File: config.mk
export PLATFORM = sky130hd
export DESIGN_NAME = mem_port_arbiter
export DESIGN_NICKNAME = d
export VERILOG_FILES = /design/src/rtl/mem_port_arbiter.sv
export SDC_FILE = /design/constraint.sdc
export NUM_CORES = 1
export LEC_CHECK = 0
export ABC_AREA = 1
export BUFFER_PORTS_ARGS = -buffer_cell sky130_fd_sc_hd__buf_2
export CORE_MARGIN = 2
export CORE_UTILIZATION = 40
export DETAILED_ROUTE_END_ITERATION = 8
export HOLD_SLACK_MARGIN = 0.02
export PLACE_DENSITY = 0.71
export RECOVER_POWER = 50
export SYNTH_ARGS = -nofsm -noshare
export SYNTH_HDL_FRONTEND = slang
export SYNTH_SLANG_ARGS = --single-unit
export TNS_END_PERCENT = 30
File: constraint.sdc
create_clock -name clk -period 4.7 [get_ports clk]
set_clock_uncertainty 0.15 [all_clocks]
set_input_delay 0.705 -clock clk [delete_from_list [all_inputs] [get_ports clk]]
set_output_delay 0.705 -clock clk [all_outputs]
set_load 0.02 [all_outputs]
File: src/rtl/mem_port_arbiter.sv
// Shares one single-ported memory between the fetch and load/store ports.
// Data wins by default; a streak counter bounds how long a fetch can wait.
module mem_port_arbiter #(
  parameter int ADDR_WIDTH     = 32,
  parameter int DATA_WIDTH     = 32,
  parameter int MAX_DATA_BURST = 4
) (
  input  logic                    clk,
  input  logic                    reset,
  input  logic                    if_req,
  input  logic [ADDR_WIDTH-1:0]   if_addr,
  output logic                    if_gnt,
  output logic                    if_rvalid,
  output logic [DATA_WIDTH-1:0]   if_rdata,
  input  logic                    d_req,
  input  logic                    d_we,
  input  logic [ADDR_WIDTH-1:0]   d_addr,
  input  logic [DATA_WIDTH-1:0]   d_wdata,
  input  logic [DATA_WIDTH/8-1:0] d_be,
  output logic                    d_gnt,
  output logic                    d_rvalid,
  output logic [DATA_WIDTH-1:0]   d_rdata,
  output logic                    mem_req,
  output logic                    mem_we,
  output logic [ADDR_WIDTH-1:0]   mem_addr,
  output logic [DATA_WIDTH-1:0]   mem_wdata,
  output logic [DATA_WIDTH/8-1:0] mem_be,
  input  logic                    mem_ack,
  input  logic [DATA_WIDTH-1:0]   mem_rdata,
  output logic                    busy
);

  typedef enum logic [1:0] {
    IDLE,
    BUSY_IF,
    BUSY_D
  } state_t;

  localparam logic [3:0] MAXB = 4'(MAX_DATA_BURST);

  state_t     state;
  state_t     state_n;
  logic [3:0] streak;
  logic [3:0] streak_n;
  logic       pick_d;
  logic       pick_if;
  logic       done;

  // Arbitration, streak update and completion detection.
  always_comb begin
    state_n  = state;
    streak_n = streak;
    pick_d   = 1'b0;
    pick_if  = 1'b0;
    done     = 1'b0;
    unique case (state)
      IDLE: begin
        if (d_req && !(if_req && streak == MAXB)) begin
          pick_d = 1'b1;
        end else if (if_req) begin
          pick_if = 1'b1;
        end
        if (pick_d) begin
          state_n = BUSY_D;
          if (!if_req) begin
            streak_n = 4'd0;
          end else if (streak != MAXB) begin
            streak_n = streak + 4'd1;
          end
        end else if (pick_if) begin
          state_n  = BUSY_IF;
          streak_n = 4'd0;
        end
      end
      BUSY_IF, BUSY_D: begin
        if (mem_ack) begin
          done    = 1'b1;
          state_n = IDLE;
        end
      end
      default: state_n = IDLE;
    endcase
  end

  // FSM state and streak registers.
  always_ff @(posedge clk) begin
    if (reset) begin
      state  <= IDLE;
      streak <= 4'd0;
    end else begin
      state  <= state_n;
      streak <= streak_n;
    end
  end

  // Registered outputs: latch the winner, pulse gnt/rvalid, capture read data.
  always_ff @(posedge clk) begin
    if (reset) begin
      if_gnt    <= 1'b0;
      if_rvalid <= 1'b0;
      if_rdata  <= '0;
      d_gnt     <= 1'b0;
      d_rvalid  <= 1'b0;
      d_rdata   <= '0;
      mem_req   <= 1'b0;
      mem_we    <= 1'b0;
      mem_addr  <= '0;
      mem_wdata <= '0;
      mem_be    <= '0;
      busy      <= 1'b0;
    end else begin
      if_gnt    <= pick_if;
      d_gnt     <= pick_d;
      if_rvalid <= done && (state == BUSY_IF);
      d_rvalid  <= done && (state == BUSY_D);
      busy      <= (state_n != IDLE);
      if (pick_d) begin
        mem_req   <= 1'b1;
        mem_we    <= d_we;
        mem_addr  <= d_addr;
        mem_wdata <= d_wdata;
        mem_be    <= d_be;
      end else if (pick_if) begin
        mem_req  <= 1'b1;
        mem_we   <= 1'b0;
        mem_addr <= if_addr;
        mem_be   <= '1;
      end
      if (done) begin
        mem_req <= 1'b0;
        if (state == BUSY_IF) begin
          if_rdata <= mem_rdata;
        end
        if (state == BUSY_D && !mem_we) begin
          d_rdata <= mem_rdata;
        end
      end
    end
  end

endmodule
==> impl_metrics.tcl, run 1 <==
set metrics [dict create \
    via_per_inst 4.73 \
    synth_area_um2 5840 \
    placed_area_um2 7210 \
    fmax_mhz 298 \
    drt_iter0_drc 265 \
    cts_tree "built" \
    timing.hold.ws_ns 0.332 \
    design.portCount 277 \
    cts_buffers 17 \
    path_clk_slew_ns 0.06 \
    multi_input_area_um2 2440 \
    clockRootBuffer "clkbuf_16" \
    grt_pass1_vias 5425 \
    wl_per_cell_um 13.1 \
    cts_htree_levels 4 \
    path_class "reg2reg" \
    grt_usage 0.205 \
    yosysMostFrequentCell "nor2_1" \
    ys_top_cells_by_count "nor2_1, dfxtp_1, o21ai_0" \
    synth_top_family_by_area "simple AND/OR/NAND/NOR gates" \
    gp_congestion 0.829 \
    async_reset_ff_frac 0 \
    start_util 0.405 \
    ys_ff_latch 145 \
    vias 5876 \
    muxShareOfSynthArea 0 \
    core.rowCount 44 \
    reg2regPathDepth 7 \
    rsz0062_at_grt "no" \
    post_cts_buffers 0 \
    core_um2 14400 \
    power_leakage_nw 3.54 \
    yosysSeqAreaShare 0.497 \
    timing.final.crit_share 0.713 \
    yosys_most_used_dff "dfxtp_1" \
    rr_startpoint "state[1]" \
    cts.sinks 145 \
    insertion_delay_ns 0.41 \
    finalSetupViolations 0 \
    overflow 0 \
    clk_path_buf_depth 2 \
    wl_um 16300 \
    finalSetupTns_ns 0 \
    areaGrowthSynthToFinish_pct 30.5 \
    synth_compound_area_frac 0.158 \
    die_y_um 125 \
    crit_required_ns 4.85 \
    syn_nets 941 \
    grt_pass1_wl_um 26200 \
    syn_avg_cell_area_um2 7.33 \
    holdPathStages 2 \
    synth-xor-area-share 0.00300 \
    design_area_um2 7620 \
    period_needed_ns 3.35 \
    hold_buffers 0 \
    synth.distinct_cells 25 \
    layout-drive-gt1-share 0.180 \
    critPathLaunch "state[1]" \
    pwr_density_cell_nw_per_um2 422 \
    worstReg2RegEnd "if_rdata[23]" \
    synth.area.top_cells "dfxtp_1, nor2_1, o21ai_0" \
    hold_viol 0 \
    regArea_um2 2900 \
    syn-instance-count 797 \
    drv_cap 0 \
    critPathCapture "if_rdata[23]" \
    ys_warn_count 0 \
    ff2ff_setup_slack_ns 1.35 \
    cts_resized 0 \
    worstSetupEndpointType "flop" \
    cp_max_fo 34 \
    hold_path.class "reg2reg" \
    place_hpwl_um 10900 \
    yosys.area_share.adder 0.0129 \
    synth-simple-area-share 0.244 \
    yosys.area.top_type "dfxtp_1" \
    synth_edf_count 0 \
    drt_pass1_iterations 4 \
    drv_slew 0 \
    relSlewSlack 0.0393 \
    io_buffers 276 \
    tightest_slew_ns 1.44 \
    power.total_mw 3.21 \
    n_fill_cell 1544 \
    irDropWorstVdd_uv 247 \
    synth_top_area_share 0.497 \
    antenna_left 0 \
    status "completed" \
    grt_max_degree 74 \
    worst-endpoint-arrival_ns 3.50 \
    nets 1188 \
    worst_setup_path_start_kind "flop" \
    drc_errors 0 \
    dieArea_um2 15600 \
    antenna_found_initial 1 \
    die_w_um 125 \
]
## metrics by stage
step                 util  std cells  setup WS (ns)
global placement    0.500       1209           1.97
floorplan               -        797           3.01
CTS                 0.541       1241           2.05
finish              0.528       1242           1.35
detailed placement  0.500       1209           1.96
global route        0.528       1242          0.905
## critical path, stage by stage (launching register included)
cell and delay, ns:
dfxtp_1 0.39, inv_1 0.08, ha_1 0.18, nand2_1 0.06, clkbuf_1 1.04, inv_1 0.97, nor2_1 0.28, nor2_1 0.07
## cells in the final DEF (no fill, tap or decap), types with 3 or more instances in the layout
cell type and instances:
o21bai_1 4, buf_2 137, clkbuf_1 141, o21ai_0 124, a21oi_2 10, buf_4 5
clkbuf_16 17, inv_6 3, o21ai_1 10, nand3_1 35, nand2_1 56, inv_1 53
a21oi_1 24, nor2_1 262, ha_1 6, clkinv_2 5, dfxtp_1 145
## cell families (layout without fill, tap and decap cells)
kind of cell	Yosys count	in the layout
other cells	0	1
xor+xnor	2	2
buf+inv	110	370
fa+ha+maj	6	6
compound gates	174	174
flops	145	145
simple gates	360	360
## registers in the layout, indices dropped and copies added (netlist names)
| signal | cells |
|---|---|
| d_rvalid | 1 |
| streak | 4 |
| busy | 1 |
| mem_wdata | 32 |
| if_rvalid | 1 |
| d_gnt | 1 |
| mem_addr | 32 |
| d_rdata | 32 |
| if_gnt | 1 |
| if_rdata | 32 |
| state | 2 |
| mem_be | 4 |
| mem_req | 1 |
| mem_we | 1 |
## how the worst min path moves through the flow
stage / startpoint / endpoint
2_1_floorplan: streak[1] / streak[1]
3_3_place_gp: mem_wdata[18] / mem_wdata[18]
3_5_place_dp: mem_wdata[4] / mem_wdata[4]
4_1_cts: mem_wdata[4] / mem_wdata[4]
5_1_grt: d_be[3] / mem_be[3]
6_report: mem_wdata[31] / mem_wdata[31]
## per-layer routing
| layer | share of wire | GRT usage |
|---|---|---|
| met1 | 0.43 | 0.245 |
| met5 | 0 | 0 |
| met3 | 0.077 | 0.0713 |
| met4 | 0.023 | 0.0889 |
| met2 | 0.47 | 0.335 |
## layout make-up
type                    instances  area share
flip-flops and latches        145       0.381
multi-input cells             542       0.320
repair buffers                282       0.164
clock buffers                  20      0.0599
well taps                     184      0.0302
inverters                      56      0.0278
clock inverters                12      0.0171
diodes                          1    0.000328
## power breakdown
part	leakage [nW]	total, mW	internal (mW)	switching [mW]
combinational	2.06	0.509	0.166	0.343
sequential	1.19	1.36	1.32	0.0422
clock	0.287	1.34	0.812	0.531
total	3.54	3.21	2.30	0.916
Note: power is estimated with default switching activity, not from simulation.
==> inputs of run 2 (changes only) <==
- PLACE_DENSITY: 0.71 -> 0.73
- clock period: 4.7 -> 2.8 ns (I/O delays scaled with it)
==> run 2 against run 1 <==
  * Register-to-register slack worse by 0.76 ns
  * Maximum frequency up 51%
  * Critical path type unchanged
  * Combinational power up 69%
  * Critical path depth down 1
  * Largest power group unchanged
  * Critical endpoint is now if_rdata[12]
  * Clock power up 57%
  * Final cell count about the same
  * Worst setup slack worse by 0.76 ns
==> impl_metrics.tcl, run 2 (same netlist as run 1, synthesis figures left out) <==
set metrics [dict create \
    status "completed" \
    cts.sinks 145 \
    rsz0062_at_grt "no" \
    post_cts_buffers 0 \
    areaGrowthSynthToFinish_pct 30.3 \
    critical_path.cell_chain "inv_1 -> ha_1 -> nand2_1 -> clkbuf_1 -> o21ai_0 -> nor2_1" \
    design_area_um2 7610 \
    gp_congestion 0.815 \
    pwr_density_cell_nw_per_um2 690 \
    cp_top_family "buffers and inverters" \
    grt_pass1_wl_um 25800 \
    vias 5819 \
    wl_per_cell_um 12.8 \
    cts_resized 0 \
    worst_setup_path_start_kind "flop" \
    placed_area_um2 7240 \
    cp_max_fo 33 \
    clk_path_buf_depth 2 \
    tightest_slew_ns 1.33 \
    grt_max_degree 98 \
    fmax_mhz 452 \
    grt_usage 0.201 \
    hold_path.class "in2reg" \
    path_class "reg2reg" \
    grt.met3_usage 0.0640 \
    antenna_found_initial 0 \
    insertion_delay_ns 0.41 \
    hold_viol 0 \
    start_util 0.405 \
    cts_buffers 17 \
    clockRootBuffer "clkbuf_16" \
    mostFrequentLayoutCell "nor2_1" \
    crit_buf_inv 2 \
    place_ws_ns 0.563 \
    crit_required_ns 3.00 \
    timing.final.ws_setup_ns 0.587 \
    drc_errors 0 \
    nets 1189 \
    grt_pass1_vias 5398 \
    worst-endpoint-arrival_ns 2.41 \
    die_y_um 125 \
    grt-busiest-layer "met2" \
    cts_htree_levels 4 \
    timing.final.crit_share 0.790 \
    gr-usage-met1 0.241 \
    design.portCount 277 \
    irDropWorstVdd_uv 359 \
    worstSetupEndpointType "flop" \
    core.rowCount 44 \
    drt_pass1_iterations 4 \
    dieArea_um2 15600 \
    via_per_inst 4.69 \
    critPathMaxStageDelay_ns 0.97 \
    diodes 0 \
    power_leakage_nw 3.53 \
    hold_buffers 0 \
    path_clk_slew_ns 0.06 \
    cpMaxStageDelayCell "clkbuf_1" \
    met2_usage 0.333 \
    period_needed_ns 2.21 \
    drv_cap 0 \
    io_buffers 276 \
    core_um2 14400 \
    finalSetupTns_ns 0 \
    drt_iter0_drc 340 \
    relSlewSlack 0.116 \
    antenna_left 0 \
    drv_slew 0 \
    wl_um 15800 \
    final_cell_mix "nor2_1, dfxtp_1, clkbuf_1" \
    layout-drive-gt1-share 0.180 \
    die_w_um 125 \
    place_hpwl_um 10700 \
    overflow 0 \
    finalSetupViolations 0 \
    final_util 0.527 \
    cts_tree "built" \
]
[run 2: cell count changes in the layout (fill, tap and decap cells not counted)]
cell / before / now
diode_2: 1 / 0
clkinv_4: 1 / 0
nand2_1: 56 / 55
inv_6: 3 / 1
nand2_2: 2 / 3
buf_4: 5 / 3
clkbuf_1: 141 / 142
clkinv_2: 5 / 6
buf_12: 0 / 2
clkbuf_2: 0 / 1
bufinv_16: 2 / 1
clkinvlp_4: 2 / 3
[run 2: final timing paths]
kind | startpoint | cells after the start | to | slack (ns)
setup / recovery | state[1] | 6 | if_rdata[12] | 0.59
hold / removal | d_we | 3 | mem_we | 0.07
setup reg to reg | state[1] | 6 | if_rdata[12] | 0.59
hold reg to reg | if_rdata[5] | 2 | if_rdata[5] | 0.33
[run 2: area by class of cell]
type / instances / area [um2]
clock inverter: 10 / 86.3
clock buffer: 21 / 460
multi-input combinational: 542 / 2440
inverter: 56 / 211
tap: 184 / 230
sequential: 145 / 2900
timing repair buffer: 283 / 1280
fill: 1499 / 6820
[run 2: worst register-to-register path, cell delays in order, from the launching register on]
cell	delay [ns]
dfxtp_1	0.37
inv_1	0.08
ha_1	0.18
nand2_1	0.08
clkbuf_1	0.97
o21ai_0	0.18
nor2_1	0.14
[run 2: layer usage]
layer  vias up  share of wire
met5         -              0
met4         0          0.024
met3        29          0.074
met1      2588           0.44
met2       185           0.47
li1       3017              -
[run 2: metrics by stage]
stage | power [mW] | hold WS (ns) | instances
finish | 5.25 | 0.0705 | 1241
global route | 5.52 | 0.0525 | 1241
floorplan | 2.91 | 0.317 | 797
CTS | 5.35 | 0.0448 | 1241
detailed placement | 3.23 | 0.315 | 1210
global placement | 3.22 | 0.307 | 1210
[run 2: power breakdown]
part	internal (mW)	switching (mW)
Clock	1.26	0.845
Sequential	2.21	0.0719
Combinational	0.285	0.575
Total	3.76	1.49
==> inputs of run 3 (changes only) <==
- PLACE_DENSITY: 0.73 -> 0.71
- clock period: 2.8 -> 2.15 ns (I/O delays scaled with it)
==> run 3 against run 2 <==
  * Combinational power grew 44%
  * Total power up 34%
  * Critical endpoint is now d_rdata[26]
  * Worst setup slack lost 0.38 ns
  * Critical path type unchanged
  * Via count grew 6.4%
  * Sequential power rose by 30%
==> impl_metrics.tcl, run 3 (same netlist as run 1, synthesis figures left out) <==
set metrics [dict create \
    timing.hold.ws_ns 0.0323 \
    dieArea_um2 15600 \
    core_um2 14400 \
    final_cell_mix "nor2_1, dfxtp_1, clkbuf_1" \
    gp_congestion 0.817 \
    via_per_inst 4.72 \
    power_leakage_nw 3.84 \
    grt_pass1_wl_um 28100 \
    cts_tree "built" \
    final_cells 1311 \
    drt_pass1_iterations 6 \
    worst_setup_path_start_kind "flop" \
    cp_max_fo 24 \
    critical_path.cell_chain "inv_1 -> ha_1 -> nand2_1 -> nor3_4 -> inv_1 -> buf_12 -> nor2_1 -> nor2_1" \
    path_class "reg2reg" \
    io_buffers 276 \
    cts.sinks 145 \
    wl_per_cell_um 13.2 \
    pwr-share-clk 0.400 \
    drt_iter0_drc 252 \
    die_w_um 125 \
    wl_um 17400 \
    die_y_um 125 \
    p_int_mw 5.04 \
    cp_top_family "buffers and inverters" \
    crit_buf_inv 3 \
    grt_usage 0.217 \
    final_util 0.576 \
    areaGrowthSynthToFinish_pct 42.4 \
    cpMaxStageDelayCell "dfxtp_1" \
    relSlewSlack 0.520 \
    status "completed" \
    grt_pass1_vias 5843 \
    critPathMaxStageDelay_ns 0.39 \
    core.rowCount 44 \
    layout-drive-gt1-share 0.176 \
    antenna_found_initial 1 \
    hold_viol 0 \
    ff2ff_setup_slack_ns 0.21 \
    irDropWorstVdd_uv 534 \
    timing.final.crit_share 0.902 \
    cts_htree_levels 4 \
    dp_cells 1219 \
    vias 6191 \
    seq_power_share 0.424 \
    hold_path.class "in2reg" \
    overflow 0 \
    drc_errors 0 \
    fmax_mhz 516 \
    antenna_left 0 \
    period_needed_ns 1.94 \
    drv_cap 0 \
    design.portCount 277 \
    tightest_slew_ns 0.720 \
    start_util 0.405 \
    comb_power_share 0.176 \
    netSwitchingFraction 0.282 \
    clk_path_buf_depth 2 \
    power.switching_mw 1.98 \
    finalSetupViolations 0 \
    rsz0062_at_grt "no" \
    cts_buffers 17 \
    drv_slew 0 \
    clockRootBuffer "clkbuf_16" \
    grt_max_degree 108 \
    pwr_density_cell_nw_per_um2 845 \
    crit_required_ns 2.30 \
    worstSetupEndpointType "flop" \
    place_hpwl_um 11200 \
    mostFrequentLayoutCell "nor2_1" \
    worst-endpoint-arrival_ns 2.09 \
    path_clk_slew_ns 0.06 \
    nets 1258 \
    finalSetupTns_ns 0 \
    insertion_delay_ns 0.40 \
]
==> run 3: cell types whose count changed in the layout (fill, tap and decap cells not counted), moves of 2 or more <==
cell,before,now
buf_4,3,10
clkinvlp_4,3,1
clkbuf_8,2,0
clkinv_4,0,3
buf_12,2,4
dlygate4sd3_1,0,60
==> run 3: layout make-up <==
class,count,area [um2]
diodes,1,2.50
flip-flops and latches,145,2900
fillers,1428,6110
multi-input cells,542,2440
inverters,56,211
clock buffers,21,440
repair buffers,352,1970
well taps,184,230
clock inverters,10,114
==> run 3: worst paths after layout <==
check,startpoint,end,cells after the start
hold / removal,mem_rdata[21],d_rdata[21],3
hold reg to reg,mem_wdata[7],mem_wdata[7],2
setup / recovery,state[0],d_rdata[26],8
setup reg to reg,state[0],d_rdata[26],8
==> run 3: through the flow <==
step | setup WS, ns | instance area [um2] | total power, mW
after floorplan | 0.466 | 5840 | 3.78
after global placement | 0.293 | 7330 | 4.21
after detailed placement | 0.245 | 7330 | 4.23
after CTS | 0.192 | 8490 | 7.12
after global routing | 0.0639 | 8310 | 7.36
final | 0.211 | 8310 | 7.02
==> run 3: power by group through the flow <==
stage / clock network (mW) / logic (mW) / registers, mW
floorplan: 0 / 0.522 / 3.26
global placement: 0 / 1.19 / 3.02
detailed placement: 0 / 1.20 / 3.03
CTS: 2.86 / 1.29 / 2.97
global route: 2.99 / 1.37 / 3.00
finish: 2.81 / 1.24 / 2.98
==> run 3: worst reg2reg max path: cells and delay by family (launching register included) <==
| family | cells | cell delay (ns) |
|---|---|---|
| buf+inv | 3 | 0.51 |
| flops | 1 | 0.39 |
| fa+ha+maj | 1 | 0.33 |
| simple gates | 4 | 0.45 |
==> run 3: timing repair <==
action / in CTS / in global routing
resized for setup: 0 / 0
endpoints found under the hold margin: 68 / 0
buffers inserted: 0 / 0
hold buffers: 60 / 0
setup endpoints to repair: 0 / 0
==> run 3: per-layer routing <==
metal  routed length [um]  global-route usage
met1                 7370               0.256
met2                 8350               0.367
met3                 1230              0.0722
met4                  414              0.0843
met5                    0                   0
